## config.mk

```make
export PLATFORM = sky130hd
export DESIGN_NAME = bk_port_mouse
export DESIGN_NICKNAME = d
export VERILOG_FILES = /design/src/rtl/bk_port_mouse.sv
export SDC_FILE = /design/constraint.sdc
export NUM_CORES = 1
export LEC_CHECK = 0
export BUFFER_PORTS_ARGS = -buffer_cell sky130_fd_sc_hd__buf_2
export CORE_MARGIN = 1
export CORE_UTILIZATION = 54
export DETAILED_ROUTE_END_ITERATION = 10
export MAX_ROUTING_LAYER = met4
export PLACE_DENSITY_LB_ADDON = 0.3
export SLEW_MARGIN = 20
export SYNTH_ARGS = -nofsm -noshare
export SYNTH_HDL_FRONTEND = slang
export SYNTH_SLANG_ARGS = --single-unit
```

## constraint.sdc

```tcl
create_clock -name clk_sys -period 4.4 [get_ports clk_sys]
set_input_delay 0.44 -clock clk_sys [delete_from_list [all_inputs] [get_ports clk_sys]]
set_output_delay 0.44 -clock clk_sys [all_outputs]
set_load 0.02 [all_outputs]
```

## src/rtl/bk_port_mouse.sv

```systemverilog
// BK0010/BK0011M port 177714 input stage: merges joystick and PS/2 mouse into the CPU read word.
// Mouse packets become BK mouse-adapter direction/button bits via per-axis thresholded accumulators.
module bk_port_mouse #(
    parameter int          THRESH     = 3,
    parameter int unsigned HOLD_TICKS = 0,
    parameter int unsigned ACC_W      = 10
) (
    input  logic        clk_sys,
    input  logic        reset_n,
    input  logic        ce,
    input  logic        port_sel,
    input  logic        bus_stb,
    input  logic        bus_we,
    input  logic [1:0]  bus_wtbt,
    input  logic [15:0] bus_din,
    input  logic [24:0] ps2_mouse,
    input  logic [15:0] joystick,
    output logic [15:0] bus_dout,
    output logic        mouse_en
);

    localparam int unsigned CNT_W = (HOLD_TICKS > 2) ? $clog2(HOLD_TICKS) : 1;

    localparam logic signed [ACC_W:0]   SUM_MAX = (ACC_W + 1)'(2 ** (ACC_W - 1) - 1);
    localparam logic signed [ACC_W:0]   SUM_MIN = -SUM_MAX;
    localparam logic signed [ACC_W-1:0] THR_POS = ACC_W'(THRESH);
    localparam logic signed [ACC_W-1:0] THR_NEG = ACC_W'(-THRESH);

    // state bits: [0] up, [1] right, [2] down, [3] left, [4] zero, [5] L button, [6] R button
    logic [6:0]              state_q, state_d;
    logic                    mouse_en_q, mouse_en_d;
    logic                    src_q, src_d;
    logic signed [ACC_W-1:0] acc_x_q, acc_x_d;
    logic signed [ACC_W-1:0] acc_y_q, acc_y_d;
    logic [CNT_W-1:0]        cnt_q, cnt_d;
    logic                    tog_q;
    logic                    wr_q, wr_prev_q, wr_bit_q;

    logic                    wr_req;
    logic                    wr_rise;
    logic                    pkt;
    logic signed [ACC_W-1:0] dx_ext, dy_ext;
    logic signed [ACC_W-1:0] sum_x, sum_y;
    logic                    set_any;
    logic                    unused_bits;

    function automatic logic signed [ACC_W-1:0] sat_add(input logic signed [ACC_W-1:0] a,
                                                        input logic signed [ACC_W-1:0] b);
        logic signed [ACC_W:0] s;
        s = (ACC_W + 1)'(a) + (ACC_W + 1)'(b);
        if (s > SUM_MAX) begin
            s = SUM_MAX;
        end else if (s < SUM_MIN) begin
            s = SUM_MIN;
        end
        return s[ACC_W-1:0];
    endfunction

    assign wr_req  = bus_stb & port_sel & bus_we & bus_wtbt[0];
    assign wr_rise = wr_q & ~wr_prev_q;
    assign pkt     = ps2_mouse[24] ^ tog_q;

    // hps_io delivers each delta as a 9-bit two's complement value split across the packet
    assign dx_ext = ACC_W'($signed({ps2_mouse[4], ps2_mouse[15:8]}));
    assign dy_ext = ACC_W'($signed({ps2_mouse[5], ps2_mouse[23:16]}));

    assign unused_bits = ^{bus_din[15:4], bus_din[2:0], bus_wtbt[1], ps2_mouse[7:6],
                           ps2_mouse[3:2]};

    always_ff @(posedge clk_sys or negedge reset_n) begin
        if (!reset_n) begin
            state_q    <= '0;
            mouse_en_q <= 1'b0;
            src_q      <= 1'b0;
            acc_x_q    <= '0;
            acc_y_q    <= '0;
            cnt_q      <= '0;
            tog_q      <= 1'b0;
            wr_q       <= 1'b0;
            wr_prev_q  <= 1'b0;
            wr_bit_q   <= 1'b0;
        end else begin
            state_q    <= state_d;
            mouse_en_q <= mouse_en_d;
            src_q      <= src_d;
            acc_x_q    <= acc_x_d;
            acc_y_q    <= acc_y_d;
            cnt_q      <= cnt_d;
            tog_q      <= ps2_mouse[24];
            wr_q       <= wr_req;
            wr_prev_q  <= wr_q;
            if (wr_req) begin
                wr_bit_q <= bus_din[3];
            end
        end
    end

    always_comb begin
        state_d    = state_q;
        mouse_en_d = mouse_en_q;
        src_d      = src_q;
        acc_x_d    = acc_x_q;
        acc_y_d    = acc_y_q;
        cnt_d      = cnt_q;
        sum_x      = '0;
        sum_y      = '0;
        set_any    = 1'b0;

        if (joystick != 16'd0) begin
            src_d = 1'b0;
        end

        if (pkt) begin
            src_d      = 1'b1;
            state_d[6] = ps2_mouse[1];
            state_d[5] = ps2_mouse[0];
            if (mouse_en_q) begin
                // An axis with a pending step ignores motion until the step is consumed
                if (state_q[0] | state_q[2]) begin
                    acc_y_d = '0;
                end else begin
                    sum_y = sat_add(acc_y_q, dy_ext);
                    if (sum_y > THR_POS) begin
                        state_d[0] = 1'b1;
                        acc_y_d    = '0;
                        set_any    = 1'b1;
                    end else if (sum_y < THR_NEG) begin
                        state_d[2] = 1'b1;
                        acc_y_d    = '0;
                        set_any    = 1'b1;
                    end else begin
                        acc_y_d = sum_y;
                    end
                end

                if (state_q[1] | state_q[3]) begin
                    acc_x_d = '0;
                end else begin
                    sum_x = sat_add(acc_x_q, dx_ext);
                    if (sum_x > THR_POS) begin
                        state_d[1] = 1'b1;
                        acc_x_d    = '0;
                        set_any    = 1'b1;
                    end else if (sum_x < THR_NEG) begin
                        state_d[3] = 1'b1;
                        acc_x_d    = '0;
                        set_any    = 1'b1;
                    end else begin
                        acc_x_d = sum_x;
                    end
                end
            end
        end

        if (HOLD_TICKS > 0) begin
            if (set_any) begin
                cnt_d = '0;
            end else if ((state_q[3:0] != 4'd0) && ce) begin
                if (cnt_q == CNT_W'(HOLD_TICKS - 1)) begin
                    state_d[3:0] = 4'd0;
                    cnt_d        = '0;
                end else begin
                    cnt_d = cnt_q + CNT_W'(1);
                end
            end
        end

        // CPU write acts last so a clear always beats a same-cycle set or release
        if (wr_rise) begin
            mouse_en_d = wr_bit_q;
            if (!wr_bit_q) begin
                state_d[3:0] = 4'd0;
                acc_x_d      = '0;
                acc_y_d      = '0;
                cnt_d        = '0;
            end
        end

        state_d[4] = 1'b0;
    end

    always_comb begin
        bus_dout = 16'd0;
        if (port_sel) begin
            bus_dout = src_q ? {9'd0, state_q} : joystick;
        end
    end

    assign mouse_en = mouse_en_q;

endmodule

```

==> results of run 1 <==
-- registers in the layout (all words and copies together), names as in the netlist --
signal     flops
acc_x_q       10
wr_prev_q      1
wr_bit_q       1
acc_y_q       10
tog_q          1
state_q        6
wr_q           1
src_q          1
mouse_en       1
-- report_power, final --
group | switching [mW] | internal (mW)
Combinational | 0.344 | 0.250
Sequential | 0.0525 | 0.350
Clock | 0.113 | 0.110
Total | 0.510 | 0.710
-- worst max-delay path: stages (launching register included) --
cell and delay, ns:
dfrtp_1 0.38, ha_1 0.21, inv_1 0.07, fa_1 0.21
nor2b_1 0.08, o211ai_1 0.32, a211oi_1 0.19, nor2_2 0.32
or3b_1 0.40, nor4_1 0.29, ha_1 0.29, or4_1 0.53
nor2_1 0.14, o21ai_2 0.14, o31ai_1 0.28
-- metal layers --
| layer | wire [µm] | part of all wire [%] |
|---|---|---|
| met3 | 460 | 6.6 |
| met4 | 60 | 0.87 |
| met1 | 3250 | 47 |
| met5 | 0 | 0 |
| met2 | 3147 | 45 |
-- final cells by class --
type,count,share of cell area (%)
Timing Repair Buffer,62,9.244
Sequential cell,32,23.48
Tap cell,70,2.568
Inverter,15,1.651
Clock buffer,5,2.018
Multi-Input combinational cell,276,60.49
Clock inverter,3,0.5503
-- cells in the final DEF, fill, tap and decap left out, drive strengths merged, types with 4 or more instances in the layout --
master / n
nand3: 5
mux2i: 9
o21a: 6
o211ai: 5
xor2: 7
xnor2: 9
a211oi: 6
nor2: 25
mux2: 5
and2: 12
buf: 62
inv: 15
nand2: 18
clkbuf: 5
or2: 4
a21oi: 20
ha: 22
o31ai: 5
nor2b: 14
nor3: 4
nand4: 4
nor4: 7
a21o: 8
a22o: 4
dfrtp: 32
o21ai: 20
-- cell families after synthesis --
family                     after synthesis
and+or+nand+nor                        115
AOI/OAI and AO/OA                      104
DFF                                     32
buffers and inverters                   27
adders and majority gates               27
xor gates and xnor gates                16
muxes                                   14
-- worst min path at each step --
stage / from / end / cells after the start
6_report: reset_n / wr_q / 1
4_1_cts: reset_n / tog_q / 1
2_1_floorplan: reset_n / acc_x_q[0] / 0
3_3_place_gp: wr_q / wr_prev_q / 0
5_1_grt: reset_n / wr_q / 1
3_5_place_dp: wr_q / wr_prev_q / 0
-- synthesized netlist by cell type, types with 4 or more instances --
cell type  count
mux2_2         4
o211ai_1       4
nor2_1        24
xor2_1         7
and2_1        11
xnor2_1        8
a21oi_1       19
nor4_1         6
nand3_1        5
a21o_1         7
inv_1         14
o31ai_1        5
nor2b_1       14
nand2_1       18
mux2i_1        9
o21a_1         5
o21ai_0       15
a211oi_1       5
a22o_1         4
ha_1          22
nor3_1         4
dfrtp_1       32
clkbuf_1       6
nand4_1        4
-- stage by stage --
| stage | area, µm² | power [mW] | setup slack (ns) | instances | util (%) |
|---|---|---|---|---|---|
| after global placement | 3323 | 0.9753 | 0.4120 | 455 | 63.85 |
| final | 3411 | 1.220 | 0.4313 | 463 | 65.53 |
| after detailed placement | 3323 | 0.9906 | 0.3140 | 455 | 63.85 |
| after global routing | 3411 | 1.314 | 0.1765 | 463 | 65.53 |
| after floorplan | 2985 | 0.8474 | 0.8170 | 335 | - |
| after CTS | 3411 | 1.219 | 0.4635 | 463 | 65.53 |
==> impl_metrics.py, run 1 <==
metrics = {
    "sta": {
        "setup_viol": 0,
        "fin_hold_ws_ns": 0.1850,
        "fmax_ghz": 0.2520,
        "hold_viol_final": 0,
        "worstMarginPinSlew_ns": 0.7126,
        "fin_tns_setup_ns": 0,
        "finalCritPeriodShare_pct": 90.20,
        "period_minus_slack_ns": 3.969,
        "rsz0062_at_grt": "false",
        "relSlewSlack_pct": 52.39,
        "slew_viol_final": 0,
        "skew_ns": 0.008496,
    },
    "floorplan": {
        "pin_count": 82,
        "die-area_um2": 5830,
        "num_rows": 26,
        "die_h_um": 76.36,
        "dieWidth_um": 76.36,
        "core_um2": 5205,
        "initial_core_util_pct": 57.36,
    },
    "critical_path": {
        "endpoint": "acc_x_q[6]",
        "critPathArrivalTime_ns": 4.16,
        "critPathLaunch": "acc_x_q[0]",
        "regToRegSetupSlack_ns": 0.43,
        "crit_fanout": 8,
        "crit-reg2reg-launch": "acc_x_q[0]",
        "worstSetupPathType": "reg -> reg",
        "reg2reg_depth": 14,
        "setup.worst_path.start_class": "flip-flop",
        "rr_endpoint": "acc_x_q[6]",
        "cp.required_ns": 4.59,
        "critPathCaptureType": "flip-flop",
    },
    "yosys": {
        "synth_simple_gate_area_share_pct": 22.05,
        "synth_top_family_by_area": "compound AO/OA/AOI/OAI gates",
        "synth_cell_type_count": 76,
        "yosysTopAreaCell": "dfrtp_1",
        "synthArstFlopShare_pct": 100.0,
        "synth_mux_area_share_pct": 5.029,
        "synth_top_area_share_pct": 26.82,
        "synthesis.nets": 424,
        "synth_area_per_cell_um2": 8.912,
        "ys_ff_latch": 32,
        "netlist_area_um2": 2985,
        "syn_inst": 335,
        "synth_xor_area_share_pct": 4.946,
        "synth_edf_count": 0,
        "synth-adder-area-share_pct": 11.57,
        "yosys_warnings": 0,
        "ys_seq_area_share_pct": 26.82,
        "netlist_top_cells_area": "dfrtp_1, ha_1, a21oi_1",
        "synth_compound_area_share_pct": 25.52,
        "synth-main-ff-cell": "dfrtp_1",
    },
    "drt": {
        "drc": 0,
        "drt_iter0_drc": 160,
        "wirelength_um": 6919,
        "drt.antenna.violating_nets": 0,
        "vias_per_cell": 5.963,
        "dr.pass1.iters": 4,
        "wl_per_cell_um": 14.94,
        "vias": 2761,
    },
    "final_layout": {
        "multi_input_area_um2": 2063,
        "drive_gt1_share_pct": 24.68,
        "n_antenna_cell": 0,
        "seq_area_um2": 800.8,
        "syn2layout_area_growth_pct": 14.25,
        "nFillCells": 442,
        "nNetsFinal": 481,
    },
    "power_and_ir_drop": {
        "peakVddDrop_mv": 0.1775,
        "power_density_nw_per_um2": 357.6,
        "p_leak_nw": 1.633,
    },
    "global_route": {
        "gr-usage-met1_pct": 34.54,
        "grt_pass1_wl_um": 11820,
        "first_global_vias": 2576,
        "top_usage_layer": "met2",
        "met3_usage_pct": 5.150,
        "antenna_found_initial": 0,
        "grt_max_degree": 33,
        "grt.total_usage_pct": 25.37,
        "grt_use_met2_pct": 39.10,
        "grt-ovfl-total": 0,
    },
    "place": {
        "io_buffers": 60,
        "gp_congestion": 0.8813,
        "dp.final_hpwl_um": 5453,
    },
    "clock_network": {
        "clk_pin_slew_ns": 0.07,
        "cts_tree": "done",
        "cts_resized": 0,
        "ctsRootBufferMaster": "clkbuf_8",
        "cts-buffers-inserted": 5,
        "postCtsHoldBufs": 0,
        "clock_sinks": 32,
        "cts_setup_buffers": 0,
        "clockBufferDepth": 2,
        "insertion_delay_ns": 0.29,
        "h-tree-depth": 2,
    },
    "status": {
        "outcome": "finished clean",
    },
    "flow_run": {
        "drv_cap": 0,
    },
    "hold_path": {
        "min_path_type": "in -> async",
    },
}
Power figures use the tool's default switching activity.
==> run 2, diff against run 1 <==
Settings changed: CORE_UTILIZATION 54 to 48.
Clock period 4.4 ns to 3.4 ns, I/O delays scaled along.
==> impl_metrics.py, run 2 (synthesis gave the netlist of run 1 again) <==
metrics = {
    "status": {
        "outcome": "finished with violations",
        "failed_checks": "setup timing",
    },
    "floorplan": {
        "num_rows": 28,
        "pin_count": 82,
        "initial_core_util_pct": 50.13,
        "core_um2": 5956,
        "dieWidth_um": 80.87,
        "die_h_um": 80.87,
        "die-area_um2": 6539,
    },
    "final_layout": {
        "final_cell_mix": "buf_2, buf_4, dfrtp_1",
        "final_common_cell": "buf_2",
        "instances_no_fill": 522,
        "drive_gt1_share_pct": 38.93,
        "nNetsFinal": 535,
        "n_antenna_cell": 0,
        "reg_top3": "acc_x_q: 10 flops, acc_y_q: 10 flops, state_q: 6 flops",
        "syn2layout_area_growth_pct": 33.49,
    },
    "sta": {
        "period_minus_slack_ns": 3.514,
        "skew_ns": 0.009618,
        "finalCritPeriodShare_pct": 103.3,
        "setup_viol": 9,
        "worstMarginPinSlew_ns": 0.7149,
        "setup_ws_ns": -0.1139,
        "fmax_ghz": 0.2846,
        "rsz0062_at_grt": "true",
        "slew_viol_final": 0,
        "hold_viol_final": 0,
        "fin_hold_ws_ns": 0.08936,
        "relSlewSlack_pct": 52.34,
    },
    "place": {
        "dp.final_hpwl_um": 5809,
        "io_buffers": 60,
        "dpl_worst_slack_ns": -0.2026,
        "gp_congestion": 0.9227,
        "dpl.cell_count": 505,
    },
    "clock_network": {
        "h-tree-depth": 2,
        "clock_sinks": 32,
        "postCtsHoldBufs": 0,
        "insertion_delay_ns": 0.29,
        "cts_tree": "done",
        "clk_pin_slew_ns": 0.07,
        "cts-buffers-inserted": 5,
        "clockBufferDepth": 2,
        "ctsRootBufferMaster": "clkbuf_8",
    },
    "drt": {
        "drt_iter0_drc": 220,
        "drc": 0,
        "wirelength_um": 7727,
        "vias": 2979,
        "vias_per_cell": 5.707,
        "wl_per_cell_um": 14.80,
        "wl_met3_um": 401,
        "routed.top_layer": "met4",
        "dr.pass1.iters": 4,
        "drt.antenna.violating_nets": 0,
        "wl_met2_um": 3718,
        "met1_length_um": 3519,
    },
    "power_and_ir_drop": {
        "peakVddDrop_mv": 0.2264,
        "power_density_nw_per_um2": 458.1,
        "p_leak_nw": 1.920,
    },
    "hold_path": {
        "min_path_type": "in -> async",
    },
    "flow_run": {
        "drv_cap": 0,
    },
    "critical_path": {
        "cpMaxStageDelayCell": "or4_4",
        "path_buf_inv": 1,
        "critPathLaunch": "acc_x_q[0]",
        "cp.required_ns": 3.59,
        "crit-reg2reg-launch": "acc_x_q[0]",
        "cp_top_family": "simple AND/OR/NAND/NOR gates",
        "regToRegSetupSlack_ns": -0.11,
        "setup.worst_path.start_class": "flip-flop",
        "reg2reg_depth": 14,
        "max_stage_delay_ns": 0.53,
        "critPathCaptureType": "flip-flop",
        "worstSetupPathType": "reg -> reg",
        "rr_endpoint": "acc_x_q[4]",
        "crit_chain": "ha_4, inv_2, fa_2, nor2b_2, o211ai_1, a211oi_2, nor2_2, or3b_4, nor4_4, ha_1, or4_4, nor2_4, o21ai_4, o31ai_2",
        "critPathArrivalTime_ns": 3.71,
        "crit_fanout": 7,
    },
    "global_route": {
        "grt_max_degree": 33,
        "antenna_found_initial": 0,
        "grt.total_usage_pct": 24.14,
        "grt_pass1_wl_um": 12010,
        "first_global_vias": 2720,
        "grt-ovfl-total": 0,
    },
}
-- run 2: power breakdown --
| part | internal (mW) | total [mW] | switching (mW) |
|---|---|---|---|
| logic | 0.474 | 0.987 | 0.513 |
| clock network | 0.161 | 0.305 | 0.144 |
| registers | 0.452 | 0.533 | 0.0804 |
-- run 2: worst max-delay path by stage --
stage / endpoint / slack [ns] / depth (start not counted)
after floorplan: acc_x_q[1] / -0.03 / 14
after global placement: acc_x_q[6] / -0.16 / 13
after detailed placement: acc_x_q[6] / -0.20 / 13
after CTS: acc_x_q[4] / -0.09 / 14
after global routing: acc_x_q[6] / -0.24 / 14
final: acc_x_q[4] / -0.11 / 14
-- run 2: layer usage --
metal / global-route usage (%) / vias to the layer above
met1: 30.73 / 1406
met5: - / -
met3: 3.820 / 10
li1: - / 1475
met4: 7.321 / 0
met2: 39.33 / 88
-- run 2: cell type report --
class / count / area [µm²]
sequential: 32 / 800.8
clock buffer: 6 / 82.58
inverter: 15 / 56.30
clock inverter: 2 / 10.01
timing repair buffer: 116 / 720.7
multi-input combinational: 276 / 2221
tap: 75 / 93.84
fill: 485 / 1971
-- run 2: what timing repair did --
action / CTS / global route
resized for setup: 11 / 13
endpoints found under the setup margin: 16 / 18
hold endpoints to repair: 0 / 0
pin swaps: 9 / 9
setup buffers: 3 / 6
-- run 2: through the flow --
step                      power [mW]  cell area (µm²)  TNS [ns]  utilization (%)
after detailed placement       1.426             3701    -1.690            62.14
after global placement         1.400             3701   -0.9911            62.14
final                          1.825             3985   -0.6507            66.91
after global routing           1.945             3985    -1.940            66.91
after floorplan                1.106             3019  -0.09572                -
after CTS                      1.763             3871   -0.4464            65.00
==> run 3, diff against run 2 <==
Settings changed: CORE_UTILIZATION 48 to 58.
Clock period 3.4 ns to 4.25 ns, I/O delays scaled along.
==> impl_metrics.py, run 3 (synthesis gave the netlist of run 1 again) <==
metrics = {
    "power_and_ir_drop": {
        "pwr-share-clk_pct": 17.8,
        "power_switching_uw": 525.2,
        "power_density_nw_per_um2": 369.4,
        "power_frac_comb_pct": 48.9,
        "p_sw_share_pct": 41.66,
        "seqPwrFrac_pct": 33.3,
        "p_leak_nw": 1.636,
        "p_int_uw": 735.4,
        "peakVddDrop_mv": 0.1900,
        "power_mw": 1.261,
    },
    "floorplan": {
        "pin_count": 82,
        "die_h_um": 73.75,
        "num_rows": 25,
        "die-area_um2": 5438,
        "dieWidth_um": 73.75,
        "initial_core_util_pct": 61.57,
        "core_um2": 4848,
    },
    "global_route": {
        "antenna_found_initial": 0,
        "grt_pass1_wl_um": 11550,
        "grt-ovfl-total": 0,
        "first_global_vias": 2621,
        "grt.total_usage_pct": 28.16,
        "grt_max_degree": 33,
    },
    "clock_network": {
        "cts_resized": 0,
        "cts-buffers-inserted": 5,
        "ctsRootBufferMaster": "clkbuf_8",
        "clk_pin_slew_ns": 0.07,
        "insertion_delay_ns": 0.29,
        "postCtsHoldBufs": 0,
        "h-tree-depth": 2,
        "clockBufferDepth": 2,
        "cts_setup_buffers": 0,
        "clock_sinks": 32,
        "cts_tree": "done",
    },
    "status": {
        "outcome": "finished clean",
    },
    "critical_path": {
        "regToRegSetupSlack_ns": 0.38,
        "critPathArrivalTime_ns": 4.06,
        "crit_fanout": 8,
        "rr_endpoint": "acc_x_q[5]",
        "cp.required_ns": 4.44,
        "reg2reg_depth": 12,
        "setup.worst_path.start_class": "flip-flop",
        "critPathCaptureType": "flip-flop",
        "crit-reg2reg-launch": "acc_x_q[4]",
        "worstSetupPathType": "reg -> reg",
    },
    "final_layout": {
        "final_cell_mix": "buf_2, dfrtp_1, nor2_1",
        "finish.utilization_pct": 70.37,
        "nNetsFinal": 483,
        "syn2layout_area_growth_pct": 14.29,
        "drive_gt1_share_pct": 24.62,
        "final_common_cell": "buf_2",
        "reg_top3": "acc_x_q: 10 flops, acc_y_q: 10 flops, state_q: 6 flops",
        "n_antenna_cell": 0,
    },
    "drt": {
        "wl_per_cell_um": 14.64,
        "drt_iter0_drc": 210,
        "drc": 0,
        "dr.pass1.iters": 4,
        "routed.top_layer": "met4",
        "drt.antenna.violating_nets": 0,
        "wl_met3_um": 258,
        "wirelength_um": 6747,
        "vias": 2747,
        "vias_per_cell": 5.959,
        "met1_length_um": 2966,
        "wl_met2_um": 3434,
    },
    "place": {
        "dp.final_hpwl_um": 5382,
        "gp_congestion": 0.8731,
        "io_buffers": 60,
        "dpl_worst_slack_ns": 0.2692,
    },
    "sta": {
        "worstMarginPinSlew_ns": 0.7202,
        "fin_hold_ws_ns": 0.1645,
        "rsz0062_at_grt": "false",
        "finalCritPeriodShare_pct": 91.15,
        "fmax_ghz": 0.2581,
        "relSlewSlack_pct": 51.89,
        "hold_viol_final": 0,
        "skew_ns": 0.008241,
        "period_minus_slack_ns": 3.874,
        "fin_tns_setup_ns": 0,
        "setup_ws_ns": 0.3763,
        "slew_viol_final": 0,
        "setup_viol": 0,
    },
    "flow_run": {
        "drv_cap": 0,
    },
    "hold_path": {
        "min_path_type": "in -> async",
    },
}
[run 3: cell count changes in the layout (fill, tap and decap cells not counted), moves of 3 or more]
cell     before  now
buf_4        56    4
o31ai_2       3    0
ha_1         18   22
o31ai_1       2    5
ha_4          3    0
[run 3: per-layer routing]
metal	vias up	GRT usage [%]
met5	-	-
met4	0	6.410
met3	12	3.978
met2	76	49.64
met1	1287	33.97
li1	1372	-
[run 3: area by class of cell]
class                      instances  area [µm²]
clock inverter                     1       5.005
multi-input combinational        276        2063
timing repair buffer              64       330.3
sequential                        32       800.8
clock buffer                       6       72.57
inverter                          15       56.30
fill                             390        1436
tap                               67       83.83
[run 3: through the flow]
stage | instances | cell area (µm²)
after global routing | 461 | 3412
after floorplan | 335 | 2985
after global placement | 454 | 3334
after detailed placement | 454 | 3334
after CTS | 461 | 3412
final | 461 | 3412
[run 3: worst max path at each step]
stage	start	end	slack, ns
detailed placement	ps2_mouse[12]	acc_x_q[5]	0.27
floorplan	ps2_mouse[8]	acc_x_q[1]	0.68
global placement	ps2_mouse[12]	acc_x_q[6]	0.37
CTS	acc_x_q[4]	acc_x_q[6]	0.40
global route	acc_x_q[4]	acc_x_q[6]	0.13
finish	acc_x_q[4]	acc_x_q[5]	0.38
[run 3: critical path, stage by stage, from the launching register on]
cell and delay (ns):
dfrtp_1 0.39, ha_1 0.38, a21oi_1 0.30, o21ai_2 0.13, a31oi_2 0.31, xor2_1 0.15
or3b_1 0.39, nor4_1 0.31, ha_1 0.30, or4_1 0.55, nor2_1 0.15, o21ai_2 0.13
o31ai_1 0.28
[run 3: power groups by stage]
stage	sequential, mW	combinational (mW)	clock, mW
2_1_floorplan	0.405	0.472	0
3_3_place_gp	0.420	0.592	0
3_5_place_dp	0.424	0.609	0
4_1_cts	0.419	0.613	0.222
5_1_grt	0.427	0.685	0.242
6_report	0.419	0.616	0.225
